**src/rtl/key_conditioner_if.sv**
```systemverilog
// rtl/key_conditioner_if.sv - key pad inputs and conditioned key outputs
// master drives the raw pads; slave is the conditioner.
interface key_conditioner_if #(
  parameter int N_KEYS = 5
);
  logic [N_KEYS-1:0] key_raw;
  logic [N_KEYS-1:0] key_level;
  logic [N_KEYS-1:0] key_press;
  logic              any_press;

  modport master (
    output key_raw,
    input  key_level,
    input  key_press,
    input  any_press
  );

  modport slave (
    input  key_raw,
    output key_level,
    output key_press,
    output any_press
  );
endinterface

```
**src/rtl/key_conditioner.sv**
```systemverilog
// rtl/key_conditioner.sv - per-key synchroniser, debouncer and press-pulse generator
// Auto-repeat on REPEAT_MASK keys is built only when KEY_AUTOREPEAT_EN is defined.
module key_conditioner #(
  parameter int                N_KEYS        = 5,
  parameter int                DEBOUNCE_CNT  = 1000000,
  parameter int                REPEAT_DELAY  = 50000000,
  parameter int                REPEAT_PERIOD = 10000000,
  parameter logic [N_KEYS-1:0] REPEAT_MASK   = 5'b11000
) (
  input logic              clk,
  input logic              reset,
  key_conditioner_if.slave keys
);
  localparam int            DW      = $clog2(DEBOUNCE_CNT) + 1;
  localparam logic [DW-1:0] DB_LAST = DW'(DEBOUNCE_CNT - 1);

`ifdef KEY_AUTOREPEAT_EN
  localparam int            RPT_MAX     = (REPEAT_DELAY > REPEAT_PERIOD) ? REPEAT_DELAY : REPEAT_PERIOD;
  localparam int            RW          = $clog2(RPT_MAX) + 1;
  localparam logic [RW-1:0] DELAY_LAST  = RW'(REPEAT_DELAY - 1);
  localparam logic [RW-1:0] PERIOD_LAST = RW'(REPEAT_PERIOD - 1);
`else
  logic unused_repeat_cfg;
  assign unused_repeat_cfg = ^{REPEAT_MASK, REPEAT_DELAY, REPEAT_PERIOD};
`endif

  logic [N_KEYS-1:0] sync1;
  logic [N_KEYS-1:0] sync2;
  logic [N_KEYS-1:0] level;
  logic [N_KEYS-1:0] rise;
  logic [N_KEYS-1:0] rpt_pulse;
  logic [N_KEYS-1:0] press_d;
  logic [N_KEYS-1:0] press_q;
  logic              any_q;

  always_ff @(posedge clk or negedge reset) begin
    if (!reset) begin
      sync1 <= '0;
      sync2 <= '0;
    end else begin
      sync1 <= keys.key_raw;
      sync2 <= sync1;
    end
  end

  for (genvar i = 0; i < N_KEYS; i++) begin : g_key
    logic [DW-1:0] db_cnt;
    logic          lvl;
    logic          mismatch;
    logic          settle;

    assign mismatch = sync2[i] ^ lvl;
    assign settle   = mismatch && (db_cnt == DB_LAST);

    // Any cycle of agreement restarts the count, so bounces never accumulate.
    always_ff @(posedge clk or negedge reset) begin
      if (!reset) begin
        db_cnt <= '0;
        lvl    <= 1'b0;
      end else if (!mismatch) begin
        db_cnt <= '0;
      end else if (settle) begin
        db_cnt <= '0;
        lvl    <= ~lvl;
      end else begin
        db_cnt <= db_cnt + 1'b1;
      end
    end

    assign level[i] = lvl;
    assign rise[i]  = settle & ~lvl;

`ifdef KEY_AUTOREPEAT_EN
    if (REPEAT_MASK[i]) begin : g_rpt
      typedef enum logic [1:0] {
        RPT_IDLE,
        RPT_DELAY,
        RPT_PERIOD
      } rpt_state_t;

      rpt_state_t    state;
      rpt_state_t    state_nx;
      logic [RW-1:0] cnt;
      logic [RW-1:0] cnt_nx;
      logic          pulse;

      always_ff @(posedge clk or negedge reset) begin
        if (!reset) begin
          state <= RPT_IDLE;
          cnt   <= '0;
        end else begin
          state <= state_nx;
          cnt   <= cnt_nx;
        end
      end

      // The press edge restarts timing; a release edge wins over a coinciding repeat.
      always_comb begin
        state_nx = state;
        cnt_nx   = cnt + 1'b1;
        pulse    = 1'b0;
        if (rise[i]) begin
          state_nx = RPT_DELAY;
          cnt_nx   = '0;
        end else if (!lvl || settle) begin
          state_nx = RPT_IDLE;
          cnt_nx   = '0;
        end else begin
          case (state)
            RPT_DELAY: begin
              if (cnt == DELAY_LAST) begin
                pulse    = 1'b1;
                cnt_nx   = '0;
                state_nx = RPT_PERIOD;
              end
            end
            RPT_PERIOD: begin
              if (cnt == PERIOD_LAST) begin
                pulse  = 1'b1;
                cnt_nx = '0;
              end
            end
            default: begin
              cnt_nx = '0;
            end
          endcase
        end
      end

      assign rpt_pulse[i] = pulse;
    end else begin : g_no_rpt
      assign rpt_pulse[i] = 1'b0;
    end
`else
    assign rpt_pulse[i] = 1'b0;
`endif
  end

  assign press_d = rise | rpt_pulse;

  always_ff @(posedge clk or negedge reset) begin
    if (!reset) begin
      press_q <= '0;
      any_q   <= 1'b0;
    end else begin
      press_q <= press_d;
      any_q   <= |press_d;
    end
  end

  assign keys.key_level = level;
  assign keys.key_press = press_q;
  assign keys.any_press = any_q;
endmodule
```
**src/flat_wrapper.sv**
```systemverilog
// flat-port wrapper written by rule: the top's interface ports become plain ports
module key_conditioner_flat 
#(
  parameter int                N_KEYS        = 5,
  parameter int                DEBOUNCE_CNT  = 1000000,
  parameter int                REPEAT_DELAY  = 50000000,
  parameter int                REPEAT_PERIOD = 10000000,
  parameter logic [N_KEYS-1:0] REPEAT_MASK   = 5'b11000
)
  (clk, reset, keys_key_raw, keys_key_level, keys_key_press, keys_any_press);
  key_conditioner_if #(.N_KEYS(N_KEYS)) keys_i ();
  input logic clk;
  input logic reset;
  input wire logic [$bits(keys_i.key_raw)-1:0] keys_key_raw;
  output wire logic [$bits(keys_i.key_level)-1:0] keys_key_level;
  output wire logic [$bits(keys_i.key_press)-1:0] keys_key_press;
  output wire logic [$bits(keys_i.any_press)-1:0] keys_any_press;
  assign keys_i.key_raw = keys_key_raw;
  assign keys_key_level = keys_i.key_level;
  assign keys_key_press = keys_i.key_press;
  assign keys_any_press = keys_i.any_press;
  key_conditioner #(.N_KEYS(N_KEYS), .DEBOUNCE_CNT(DEBOUNCE_CNT), .REPEAT_DELAY(REPEAT_DELAY), .REPEAT_PERIOD(REPEAT_PERIOD), .REPEAT_MASK(REPEAT_MASK)) u_core (.clk(clk), .reset(reset), .keys(keys_i));
endmodule
```
**config.mk**
```make
export PLATFORM = sky130hd
export DESIGN_NAME = key_conditioner_flat
export DESIGN_NICKNAME = d
export VERILOG_FILES = /design/src/rtl/key_conditioner_if.sv /design/src/rtl/key_conditioner.sv /design/src/flat_wrapper.sv
export SDC_FILE = /design/constraint.sdc
export NUM_CORES = 1
export LEC_CHECK = 0
export ABC_CLOCK_PERIOD_IN_PS = 2520
export BUFFER_PORTS_ARGS = -buffer_cell sky130_fd_sc_hd__buf_2
export CAP_MARGIN = 25
export CORE_UTILIZATION = 45
export CTS_CLUSTER_SIZE = 14
export DETAILED_ROUTE_END_ITERATION = 8
export HOLD_SLACK_MARGIN = 0.08
export MAX_ROUTING_LAYER = met4
export SYNTH_ARGS = -nofsm -noshare
export SYNTH_HDL_FRONTEND = slang
export SYNTH_SLANG_ARGS = --single-unit
```
**constraint.sdc**
```tcl
create_clock -name clk -period 2.52 [get_ports clk]
set_input_delay 0.126 -clock clk [delete_from_list [all_inputs] [get_ports clk]]
set_output_delay 0.126 -clock clk [all_outputs]
set_load 0.02 [all_outputs]
```
## Word-level counts from Yosys, hierarchy flattened

Cells that the tools add are included.

| operators by class | value |
|---|---|
| add/subtract/negate cells | 5 |
| equality and inequality tests | 5 |
| muxes and demuxes | 10 |
| bitwise operators | 15 |
| reduce and logical (&&, ||, !) cells | 11 |

Operators by type and width:

| operator | count |
|---|---|
| 21-bit 2-to-1 mux | 10 |
| 21-bit by 1-bit adder with 21-bit output, second input constant | 5 |
| 21-bit by 20-bit == test with 1-bit output, second input constant | 5 |
| 2-bit AND reduction | 5 |
| 1-bit bitwise AND | 5 |
| 1-bit logical AND | 5 |
| 1-bit NOT | 5 |
| 5-bit OR reduction | 1 |
| 1-bit XOR | 5 |

| storage, ports and cells | value |
|---|---|
| bits in registers | 126 |
| bits of input ports | 7 |
| output and inout port bits | 11 |

## Logic depth before layout (Yosys ltp)

| depth | value |
|---|---|
| depth in word-level cells | 4 |
| gate-level depth with buffers | 6 |
| gate-level depth less buffers | 5 |

## Worst setup path after synthesis

Ideal clock, no wire load.

| timing path | value |
|---|---|
| path type | flip-flop to flip-flop |
| start | register u_core.g_key[1].db_cnt[0] |
| end | register u_core.g_key[1].db_cnt[18] |
| library setup time | 0.079 ns |
| data arrival time | 1.880 ns |
| data required time | 2.441 ns |
| path slack | 0.562 ns |
| stages on the path, launching flop included | 7 |
| path buffers | 1 |
| cell sequence | dfrtp_1 -> ha_1 -> nand2_1 -> or4_1 -> clkbuf_1 -> or4_1 -> a21oi_1 |

| on the way | value |
|---|---|
| longest elaborated chain between the ends | 4 |

Ends and longest elaborated chain:

| element | RTL line | source |
|---|---|---|
| start, declared | key_conditioner.sv:47 | `logic [DW-1:0] db_cnt;` |
| start signal, assigned | key_conditioner.sv:66 | `db_cnt <= db_cnt + 1'b1;` |
| parallel branches: the longest is 2 deep, another holds 21-bit by 1-bit adder with 21-bit output | n/a |  |
| 21-bit 2-to-1 mux * | key_conditioner.sv:62 | `end else if (settle) begin` |
| 21-bit 2-to-1 mux * | key_conditioner.sv:60 | `end else if (!mismatch) begin` |

Every way passes the cells marked *.
A chain may end at the register's enable or synchronous reset.

## Worst setup path after layout

| timing path | value |
|---|---|
| start | register u_core.g_key[1].db_cnt[0] |
| end | register u_core.g_key[1].db_cnt[20] |

The elaborated chain is that of the path after synthesis.

==> metrics.md <==
| Metric | Value |
|---|---|
| Final std cell area, no fill | 6980 um^2 |
| Post-route clock skew | 0.00563 ns |
| DP Worst Slack | approximately 0.39 ns |
| Vias in the first global route | 4440 |
| Count of cell types in the netlist | 41 |
| Crit-path cells | ha_1, nand2_1, or4_1, or4_1, a21oi_1 |
| Die extent in y | 118 um |
| Slowest stage delay, CP | 0.67 ns |
| Via count | 4538 |
| Asr flop ratio synth | 100% |
| Nets | 647 |
| Top_reg_cell synth | dfrtp_1 |
| Drt pass-1 iters | 4 |
| Setup TNS | 0 ns |
| Worst slew pin tran | between 0.7 and 0.8 ns |
| FMAX | between 400 and 500 MHz |
| Crit Path Max Fanout | 10 |
| Buf/Inv on CP | 0 |
| Antenna Cells | 0 |
| Final setup viols | 0 |
| Setup ws final | between 0.3 and 0.4 ns |
| Area leader, netlist | dfrtp_1 |
| CTS root buf | clkbuf_16 |
| Post-synth top cells | 126 x dfrtp_1, 70 x nor2_1, 42 x nand3_1, 37 x a21oi_1, 33 x xnor2_1 |
| Rows | 41 |
| Final Power | roughly 4.7 mW |
| Drt wl/cell | between 10 and 15 um |
| Pleak | around 2.8 nW |
| WL final | between 10000 and 15000 um |
| Most frequent cell on the critical path | or4_1 |
| Share of the synthesized area in the top cell type | between 50% and 60% |
| Area growth syn-to-layout | 15.9% |
| H-Tree Depth | 4 |
| Via density | 5.54 |
| Top delay family on crit path | simple AND/OR/NAND/NOR gates |
| I/O pin count | 18 |
| CTS buffer count | 17 |
| Initial antenna violation count | 0 |
| DIE WIDTH | about 120 um |
| Syn Area/Cell | 9.93 um^2 |
| Count leader, synth | dfrtp_1 |
| Final Hold Vio Count | 0 |
| Hold slack | 0.285 ns |
| PortBufs | 17 |
| First-pass GRT wire length | 20800 um |
| Startpoint class of the critical path | register |
| Placed cell area | 6320 um^2 |
| Final antenna-violating net count | 0 |
| Seq. cell area | 3150 um^2 |
| Status | complete, no violations |
| Share of cells above drive strength 1 | approximately 11% |
| Yosys reg bits | 126 |
| Final Max Tran Viols | 0 |
| Critical Path AT | ~2.5 ns |
| RD Place Congestion | 0.811 |
| Cells after Synth | 606 |
| RSZ-0062 raised after global routing | no |
| Multi-input gate area | 2690 um^2 |
| Total gr overflow | 0 |
| Worst Path Required | 2.86 ns |
| Yosys synthesis warning count | 0 |
| Pwr dens | 668 nW/um^2 |
| DRT iter0 DRCs | a little over 200 |
| CTS tree | built |
| Largest net degree at the start of global routing | 55 |
| CP max stage cell | or4_1 |
| Final Critical Period | ~2.1 ns |
| Total GRT Usage | 19.2% |
| Die area | 13800 um^2 |
| Clk_lat worst skew | 0.42 ns |
| DRC | 0 |
| Maximum vdd drop | 0.473 mV |
| Critical path class | register to register |
| EDFF count, synth | 0 |
| Detailed Place HPWL | 7950 um |
| Area contributors post-synth | dfrtp_1 52%, xnor2_1 4.8%, xor2_1 4.5%, nor2_1 4.4%, nand3_1 3.5% |
| Syn nets | 618 |
| Sequential element share of the synthesized area | 52.4% |
| Initial Util | 46.9% |
| Period utilization | about 85% |
| CP Capture Type | register |
| Clk sink count | roughly 130 |
| Max Cap Viol | 0 |
| Max-slew headroom | 53.2% |
| Clk buf depth | 2 |
| Worst Hold Class | primary input to asynchronous set/reset pin |
| Post-Syn Area | 6020 um^2 |
| Fillers | 1167 |
| Clk slew on worst S/H paths | 0.05 ns |
| Post-CTS setup buffer count | 0 |
| Core area | 12800 um^2 |
worst paths after layout:
kind	from	end	slack, ns	depth (start not counted)
max	u_core.g_key[1].db_cnt[0]	u_core.g_key[1].db_cnt[20]	0.39	5
min	reset	u_core.g_key[3].db_cnt[19]	0.29	2
max reg2reg	u_core.g_key[1].db_cnt[0]	u_core.g_key[1].db_cnt[20]	0.39	5
min reg2reg	u_core.sync1[1]	u_core.sync2[1]	0.35	0
max in group asynchronous	reset	u_core.g_key[2].db_cnt[5]	1.50	3
min in group clk	keys_key_raw[3]	u_core.sync1[3]	0.35	2
what timing repair did:
action / 4_1_cts / 5_1_grt
endpoints found under the setup margin: 0 / 0
hold endpoints to repair: 56 / 0
gates resized for setup: 0 / 0
hold buffers: 6 / 0
sequential cells by signal, summed over array words and instances (netlist names):
name	cells
u_core.g_key.db_cnt	105
u_core.g_key.lvl	5
u_core.keys.any_press	1
u_core.keys.key_press	5
u_core.sync1	5
u_core.sync2	5
logic make-up (layout without fill, tap and decap cells):
kind of cell / count (synthesis) / count (layout) / share of synthesized area [%]
and+or+nand+nor: 281 / 281 / 25.6
DFF: 126 / 126 / 52.4
AOI/OAI and AO/OA: 84 / 84 / 8.19
xor gates and xnor gates: 64 / 64 / 9.32
buffers and inverters: 44 / 85 / 3.12
adders and majority gates: 5 / 5 / 1.04
muxes: 2 / 2 / 0.374
cell type report:
type	instances	area share, %
Sequential cell	126	45.2
Multi-Input combinational cell	436	38.5
Clock buffer	25	7.39
Timing Repair Buffer	36	3.70
Tap cell	172	3.09
Clock inverter	6	1.15
Inverter	18	0.969
placed cells by master (no fill, tap or decap), drive strengths merged, types with 8 or more instances in the layout:
master / count
or3: 24
and3: 8
nor3: 14
xnor2: 33
nor2: 70
dfrtp: 126
nor4: 17
o21ai: 21
clkbuf: 25
or4: 26
xor2: 31
o31ai: 19
inv: 18
a21oi: 39
nand3: 44
nand2: 29
buf: 30
nand4: 23
where the power goes:
group	internal, mW	switching (mW)
combinational	0.0486	0.0929
sequential	2.05	0.0274
clock	1.60	0.837
per-layer routing:
layer  track usage, %  wire (um)  vias to the layer above
li1                 -          -                     2232
met5                -          0                        -
met1             24.6       5880                     2246
met2             29.0       5510                       46
met4             6.65        146                        0
met3             5.62        328                       14
stage by stage:
stage / std cells / util, %
2_1_floorplan: 606 / -
3_3_place_gp: 782 / 49.3
3_5_place_dp: 782 / 49.3
4_1_cts: 819 / 54.4
5_1_grt: 819 / 54.4
6_report: 819 / 54.4
No activity file was read; power rests on OpenSTA's default activity.
